File: src/rtl/ram_arb_rr.sv
// ram_arb_rr: N-port arbiter (round-robin or fixed priority) in front of one single-ported synchronous RAM.
// Latency: grant and RAM drive are combinational; port_rvalid_o returns exactly RAM_LATENCY cycles after the grant.
// Backpressure: a requester holds req and fields until granted; the response pipeline takes one grant per cycle, never stalls.
//
// Ports:
//   clk, rst_n        : rising-edge clock, synchronous active-low reset
//   port_*            : per-master request/grant/response buses, port p at slice p
//   ram_*             : single-ported RAM macro interface (byte address, lane-steered be/wdata)
//   stall_cnt_o       : 16-bit saturating stall counter per port
// Optional feature macro: RAM_ARB_STALL_CNT_EN (stall counters; undefined -> stall_cnt_o tied to 0).
module ram_arb_rr #(
  parameter int NUM_PORTS   = 4,
  parameter int ADDR_WIDTH  = 32,
  parameter int OUT_WIDTH   = 32,
  parameter int IN_WIDTH    = 32,
  parameter int RAM_LATENCY = 1,
  parameter int ARB_MODE    = 1
) (
  input  logic                              clk,
  input  logic                              rst_n,
  input  logic [NUM_PORTS-1:0]              port_req_i,
  output logic [NUM_PORTS-1:0]              port_gnt_o,
  output logic [NUM_PORTS-1:0]              port_rvalid_o,
  input  logic [NUM_PORTS*ADDR_WIDTH-1:0]   port_addr_i,
  input  logic [NUM_PORTS-1:0]              port_we_i,
  input  logic [NUM_PORTS*IN_WIDTH/8-1:0]   port_be_i,
  input  logic [NUM_PORTS*IN_WIDTH-1:0]     port_wdata_i,
  output logic [NUM_PORTS*IN_WIDTH-1:0]     port_rdata_o,
  output logic                              ram_en_o,
  output logic [ADDR_WIDTH-1:0]             ram_addr_o,
  output logic                              ram_we_o,
  output logic [OUT_WIDTH/8-1:0]            ram_be_o,
  output logic [OUT_WIDTH-1:0]              ram_wdata_o,
  input  logic [OUT_WIDTH-1:0]              ram_rdata_i,
  output logic [NUM_PORTS*16-1:0]           stall_cnt_o
);

  localparam int BE_IN   = IN_WIDTH / 8;
  localparam int BE_OUT  = OUT_WIDTH / 8;
  localparam int RATIO   = OUT_WIDTH / IN_WIDTH;
  localparam int LANE_W  = (RATIO > 1) ? $clog2(RATIO) : 1;
  localparam int LANE_LO = $clog2(BE_IN);
  localparam int ID_W    = $clog2(NUM_PORTS);
  localparam int LAST    = RAM_LATENCY - 1;

  // ---------------------------------------------------------------- arbitration
  logic [ID_W-1:0]      r_rr;
  logic [NUM_PORTS-1:0] w_gnt;
  logic [ID_W-1:0]      w_gnt_id;
  logic                 w_gnt_any;
  logic [ID_W:0]        w_scan;

  // Scan from r_rr (round robin) or from 0 (fixed priority); first requester wins.
  always_comb begin
    w_gnt     = '0;
    w_gnt_id  = '0;
    w_gnt_any = 1'b0;
    w_scan    = '0;
    for (int i = 0; i < NUM_PORTS; i++) begin
      if (ARB_MODE == 0) begin
        w_scan = (ID_W+1)'(i);
      end else begin
        w_scan = {1'b0, r_rr} + (ID_W+1)'(i);
        if (w_scan >= (ID_W+1)'(NUM_PORTS)) w_scan = w_scan - (ID_W+1)'(NUM_PORTS);
      end
      if (!w_gnt_any && port_req_i[w_scan[ID_W-1:0]]) begin
        w_gnt_any                  = 1'b1;
        w_gnt_id                   = w_scan[ID_W-1:0];
        w_gnt[w_scan[ID_W-1:0]]    = 1'b1;
      end
    end
  end

  assign port_gnt_o = w_gnt;
  assign ram_en_o   = |port_req_i;

  // Pointer moves to the port after the winner; holds when nobody is granted.
  always_ff @(posedge clk) begin
    if (!rst_n) begin
      r_rr <= '0;
    end else if (ARB_MODE != 0 && w_gnt_any) begin
      r_rr <= (w_gnt_id == ID_W'(NUM_PORTS - 1)) ? '0 : w_gnt_id + ID_W'(1);
    end
  end

  // ---------------------------------------------------------------- RAM drive
  logic [ADDR_WIDTH-1:0] w_addr;
  logic                  w_we;
  logic [BE_IN-1:0]      w_be;
  logic [IN_WIDTH-1:0]   w_wdata;
  logic [LANE_W-1:0]     w_lane;

  // One-hot mux; all fields are zero when nothing is granted.
  always_comb begin
    w_addr  = '0;
    w_we    = 1'b0;
    w_be    = '0;
    w_wdata = '0;
    for (int p = 0; p < NUM_PORTS; p++) begin
      if (w_gnt[p]) begin
        w_addr  = port_addr_i[p*ADDR_WIDTH +: ADDR_WIDTH];
        w_we    = port_we_i[p];
        w_be    = port_be_i[p*BE_IN +: BE_IN];
        w_wdata = port_wdata_i[p*IN_WIDTH +: IN_WIDTH];
      end
    end
  end

  generate
    if (RATIO > 1) begin : g_lane
      assign w_lane = w_addr[LANE_LO +: LANE_W];
    end else begin : g_nolane
      assign w_lane = '0;
    end
  endgenerate

  assign ram_addr_o  = w_addr;
  assign ram_we_o    = w_we;
  assign ram_be_o    = BE_OUT'(w_be) << (w_lane * BE_IN);
  // Narrow write data is replicated across the word; byte enables pick the lane.
  assign ram_wdata_o = {RATIO{w_wdata}};

  // ---------------------------------------------------------------- response pipeline
  logic [RAM_LATENCY-1:0] r_vld;
  logic [ID_W-1:0]        r_id      [RAM_LATENCY];
  logic [LANE_W-1:0]      r_pl_lane [RAM_LATENCY];

  always_ff @(posedge clk) begin
    if (!rst_n) begin
      r_vld <= '0;
      for (int s = 0; s < RAM_LATENCY; s++) begin
        r_id[s]      <= '0;
        r_pl_lane[s] <= '0;
      end
    end else begin
      r_vld[0]     <= w_gnt_any;
      r_id[0]      <= w_gnt_id;
      r_pl_lane[0] <= w_lane;
      for (int s = 1; s < RAM_LATENCY; s++) begin
        r_vld[s]     <= r_vld[s-1];
        r_id[s]      <= r_id[s-1];
        r_pl_lane[s] <= r_pl_lane[s-1];
      end
    end
  end

  logic [NUM_PORTS-1:0] w_rvalid;

  always_comb begin
    w_rvalid = '0;
    for (int p = 0; p < NUM_PORTS; p++) begin
      w_rvalid[p] = r_vld[LAST] && (r_id[LAST] == ID_W'(p));
    end
  end

  assign port_rvalid_o = w_rvalid;

  // ---------------------------------------------------------------- read data
  logic [LANE_W-1:0] r_port_lane [NUM_PORTS];
  logic [LANE_W-1:0] w_sel_lane  [NUM_PORTS];

  always_ff @(posedge clk) begin
    if (!rst_n) begin
      for (int p = 0; p < NUM_PORTS; p++) r_port_lane[p] <= '0;
    end else begin
      for (int p = 0; p < NUM_PORTS; p++) begin
        if (w_rvalid[p]) r_port_lane[p] <= r_pl_lane[LAST];
      end
    end
  end

  // The register only catches up at the end of the rvalid cycle, so the
  // delivering cycle takes its lane straight from the last pipeline stage.
  always_comb begin
    port_rdata_o = '0;
    for (int p = 0; p < NUM_PORTS; p++) begin
      w_sel_lane[p] = w_rvalid[p] ? r_pl_lane[LAST] : r_port_lane[p];
      for (int l = 0; l < RATIO; l++) begin
        if (w_sel_lane[p] == LANE_W'(l)) begin
          port_rdata_o[p*IN_WIDTH +: IN_WIDTH] = ram_rdata_i[l*IN_WIDTH +: IN_WIDTH];
        end
      end
    end
  end

  // ---------------------------------------------------------------- stall counters
`ifdef RAM_ARB_STALL_CNT_EN
  logic [15:0] r_stall [NUM_PORTS];

  always_ff @(posedge clk) begin
    if (!rst_n) begin
      for (int p = 0; p < NUM_PORTS; p++) r_stall[p] <= '0;
    end else begin
      for (int p = 0; p < NUM_PORTS; p++) begin
        if (port_req_i[p] && !w_gnt[p] && (r_stall[p] != 16'hFFFF)) begin
          r_stall[p] <= r_stall[p] + 16'd1;
        end
      end
    end
  end

  always_comb begin
    stall_cnt_o = '0;
    for (int p = 0; p < NUM_PORTS; p++) stall_cnt_o[p*16 +: 16] = r_stall[p];
  end
`else
  assign stall_cnt_o = '0;
`endif

endmodule

File: config.mk
export PLATFORM = sky130hd
export DESIGN_NAME = ram_arb_rr
export DESIGN_NICKNAME = d
export VERILOG_FILES = /design/src/rtl/ram_arb_rr.sv
export SDC_FILE = /design/constraint.sdc
export NUM_CORES = 1
export LEC_CHECK = 0
export ABC_AREA = 1
export BUFFER_PORTS_ARGS = -buffer_cell sky130_fd_sc_hd__clkbuf_2
export CAP_MARGIN = 0
export CORE_AREA = 10 10 217 219
export DETAILED_ROUTE_END_ITERATION = 10
export DIE_AREA = 0 0 227 229
export GPL_ROUTABILITY_DRIVEN = 0
export HOLD_SLACK_MARGIN = 0.12
export PLACE_DENSITY = 0.46
export SKIP_LAST_GASP = 1
export SYNTH_ARGS = -nofsm -noshare
export SYNTH_HDL_FRONTEND = slang
export SYNTH_SLANG_ARGS = --single-unit
File: constraint.sdc
create_clock -name clk -period 2.6 [get_ports clk]
set_input_delay 0.26 -clock clk [delete_from_list [all_inputs] [get_ports clk]]
set_output_delay 0.26 -clock clk [all_outputs]
set_load 0.02 [all_outputs]
# --- Word-level counts from Yosys, hierarchy flattened ---
# Memory sizes are Yosys's and may differ from the RTL's.
# Cells that the tools add are included.
# Widths: inputs -> output; s select.
classes:
  n_addsub: 8
  mul: 0
  n_div: 0
  order_cmp: 12
  n_eq_ne: 4
  shift: 0
  mux: 77
  bitwise_logic: 7
  reduce_logical: 17
ops:
  columns: ["cell", "n"]
  rows:
  - ["$mux 32", 12]
  - ["$mux 1", 39]
  - ["$mux 4", 8]
  - ["$mux 2", 10]
  - ["$lt 2x3->1 const B", 4]
  - ["$or 4x4->4", 3]
  - ["$logic_and 1x1->1", 11]
  - ["$ge 3x3->1 const B", 3]
  - ["$bmux 1 s2", 4]
  - ["$demux 1 s2", 4]
  - ["$ge 2x1->1 const B", 4]
  - ["$sub 2x1->2 const B", 4]
  - ["$add 2x2->3 const B", 2]
  - ["$eq 2x2->1 const B", 3]
  - ["$or 1x1->1", 4]
  - ["$reduce_or 4->1", 1]
  - ["$add 2x1->3 const B", 1]
  - ["$ge 2x3->1 const B", 1]
  - ["$logic_not 1->1", 3]
  - ["$add 2x1->2 const B", 1]
  - ["$eq 2x1->1 const B", 1]
  - ["$logic_not 2->1", 1]
  - ["$reduce_or 2->1", 1]
totals:
  register_bits: 3
  latch_bits: 0
  ram_bits: 6
  mem_bits_ro: 0
  output_inout_bits: 270
  mem_count: 2
memory_table:
  columns: ["name", "words", "width", "read_ports", "rd_ports_with_merged_regs", "write_ports", "line", "rtl"]
  rows:
  - ["r_port_lane", 4, 1, 4, 0, 4, "159", "logic [LANE_W-1:0] r_port_lane [NUM_PORTS];"]
  - ["r_id", 1, 2, 1, 0, 1, "125", "logic [ID_W-1:0] r_id [RAM_LATENCY];"]

# --- Logic depth before layout (Yosys ltp) ---
depth:
  depth_word: 18
  ltp_mapped: 16

# --- Worst setup path before layout ---
# No wires, ideal clock.
synth_timing:
  kind: "register to output"
  start: "register (tool-made name)"
  end: "output port ram_addr_o[22]"
  arrival_ns: 2.260
  t_required_ns: 2.340
  slack_ns: 0.080
  stages_incl_launch_ff: 16
  n_path_buf: 2
  path_cell_list: "dfxtp_1 buf_4 inv_4 ha_1 inv_1 nand3_1 nand2_2 nand3_1 nor2_2 nand2_1 nand3_1 buf_2 nand3_1 nand2_1 nand2_1 nand2_1"
synth_lines:
  columns: ["element", "line", "rtl"]
  rows:
  - ["to (decl)", "30", "output logic [ADDR_WIDTH-1:0] ram_addr_o,"]

==> impl_metrics.yaml <==
run:
  drv_cap: 0
floorplan:
  start_util: 0.109
  die_w_um: 227
  core_area_sq_mm: 0.0427
  die_y_um: 229
  io_pins: 584
  die_area_sq_mm: 0.0520
  rows: 76
placed_design:
  port_buffers: 519
  place_hpwl_um: 27400
  pre_cts_slack_ns: -0.178
  placed_cells: 1981
  place_area_sq_mm: 0.00780
status:
  status: "finished with violations"
  violations: "setup timing"
sta:
  fin_skew_ns: 0.00115
  fin_tns_setup_ns: -1.89
  worst_hold_slack_ns: 0.313
  setup_viol: 55
  slew_violations: 0
  hold_viol: 0
  fin_ws_ns: -0.0652
  rsz0062_at_grt: "true"
  finalCriticalPeriod_ns: 2.67
  fmax_ghz: 0.375
  min_period_over_period: 1.03
synthesis:
  yosysSeqAreaShare: 0.0344
  yosysMostFrequentCell: "nand2_1"
  synth_area_sq_mm: 0.00465
  ys_seq_elements: 8
  avgSynthCellArea_sq_um: 4.89
  yosys.area.top_type_share: 0.250
  ys.flop_type: "dfxtp_1"
  synth_top_cell_by_area: "nand2_1"
  ys_types: 31
  synth_area_leaders: "nand2_1 25%, buf_4 17%, a21oi_1 15%, inv_1 9.2%, nand3_1 8.4%"
  synth_commonest_cells: "310 x nand2_1, 138 x a21oi_1, 114 x inv_1"
  synth-edff-count: 0
  synthCells: 952
  ys_async_sr_fraction: 0
  yosys_warnings: 0
power:
  internal_power_mw: 8.51
  pwr-share-comb: 0.977
  p_sw_mw: 10.1
  clkPwrFrac: 0.014
  ir_worst_vdd_mv: 1.07
  p_total_mw: 18.6
  swShare: 0.542
  p_leak_nw: 5.55
  seq_power_share: 0.010
  power_density_mw_per_mm2: 1980
critical_path:
  cpPeakStageDelay_ns: 0.35
  critPathKind: "flop to output port"
  slowest_stage: "dfxtp_2"
  cp-end-kind: "output port"
  cp-start-kind: "flop"
  cp_num_buf_inv: 5
  arrival_ns: 2.41
  cp_max_fo: 9
  path_cells: "inv_4 > ha_4 > nand3_2 > nand2_4 > nor2_4 > a21boi_2 > nand3_4 > buf_12 > buf_12 > buf_12 > a21oi_2 > nand2_1 > nand2_1 > nand2_1 > clkbuf_8"
  critPathTopFamily: "buffers and inverters"
  required_ns: 2.34
detailed_routing:
  ant_nets: 0
  wl_per_cell_um: 16.7
  wirelength_um: 33800
  via_count: 7596
  drc: 0
  first_pass_iters: 4
  via_per_inst: 3.76
  drtIter0Drc: 236
grt:
  grt_use_met2: 0.228
  grt.busiest_layer: "met2"
  grtUsageMet1: 0.126
  grt_pass1_wl_um: 47000
  grt_antenna_before_repair: 1
  grt-ovfl-total: 0
  grt.total_usage: 0.116
  use_met3: 0.0238
  grt_max_degree: 36
  grt_pass1_vias: 7611
cells_and_area:
  syn2layout_area_growth_pct: 102
  fin_util: 0.220
  regArea_sq_um: 163
  fillCellCount: 4919
  diodes: 0
  nets: 1797
  design_area_sq_mm: 0.00939
  drive_above_1_share: 0.499
  multiInputGateArea_sq_mm: 0.00371
  final_cells: 2020
cts:
  cts_buffers: 3
  clock_sinks: 8
  path_clk_slew_ns: 0.03
  worstSkewPairLatency_ns: 0.23
  clock_path_buffers: 2
  ctsRootBufferMaster: "clkbuf_16"
  postCtsHoldBufs: 0
  cts_tree: "built"
  cts.htree.levels: 1
worst_hold_path:
  holdCritStartpoint: "rst_n"
  hp-class: "input pin to flop"
## worst register-to-register path, delay by kind of cell, from the launching register on
kind,cells,cell delay (ns)
DFF,1,0.35
AOI/OAI and AO/OA,1,0.13
and+or+nand+nor,8,0.63
adders and majority gates,1,0.30
buffers and inverters,4,0.37
## placed cells by master (no fill, tap or decap), types with 26 or more instances in the layout
master	netlist	layout
a21oi_2	0	52
buf_12	0	26
clkbuf_8	0	28
inv_1	114	113
buf_4	105	49
clkbuf_2	0	455
nand3_1	78	71
conb_1	1	64
nand2_1	310	282
nor2_1	103	101
a21oi_1	138	81
## cell type report
type                       count  share of cell area
timing repair buffer         613               0.458
sequential                     8              0.0173
multi-input combinational    732               0.396
tap                          546              0.0728
clock buffer                   3             0.00800
inverter                     118              0.0483
## kinds of logic (layout without fill, tap and decap cells)
kind of cell | after synthesis | after routing | share of synthesized area
AND/OR/NAND/NOR | 514 | 514 | 0.460
buffers and inverters | 275 | 734 | 0.321
AO/OA/AOI/OAI | 147 | 147 | 0.165
flip-flops | 8 | 8 | 0.0344
adder cells (fa/ha/maj) | 7 | 7 | 0.0188
other | 1 | 64 | 0.000806
## final timing paths
check                   endpoint  slack, ns  depth (start not counted)
setup / recovery  ram_addr_o[17]      -0.07                         15
hold / removal              flop       0.31                          2
hold reg to reg   r_port_lane[2]       0.45                          2
setup reg to reg         r_rr[1]       0.73                         14
## power by group through the flow
stage / Clock [mW] / Combinational, mW / Sequential [mW]
after global routing: 0.264 / 19.6 / 0.181
after floorplan: 0 / 8.28 / 0.182
after CTS: 0.258 / 17.6 / 0.177
after detailed placement: 0 / 13.4 / 0.176
after global placement: 0 / 13.5 / 0.175
final: 0.251 / 18.1 / 0.178
## metal layers
| metal | share of wire | vias up |
|---|---|---|
| met4 | 0.013 | 0 |
| met5 | 0 | - |
| met2 | 0.54 | 293 |
| li1 | - | 3829 |
| met1 | 0.37 | 3448 |
| met3 | 0.072 | 26 |
## timing repair
action | CTS | global route
gates cloned | 11 | 2
pin swaps | 24 | 5
buffers inserted | 21 | 2
gates resized for setup | 186 | 71
setup endpoints to repair | 70 | 69
endpoints found under the hold margin | 0 | 0
No activity file was read; power rests on OpenSTA's default activity.
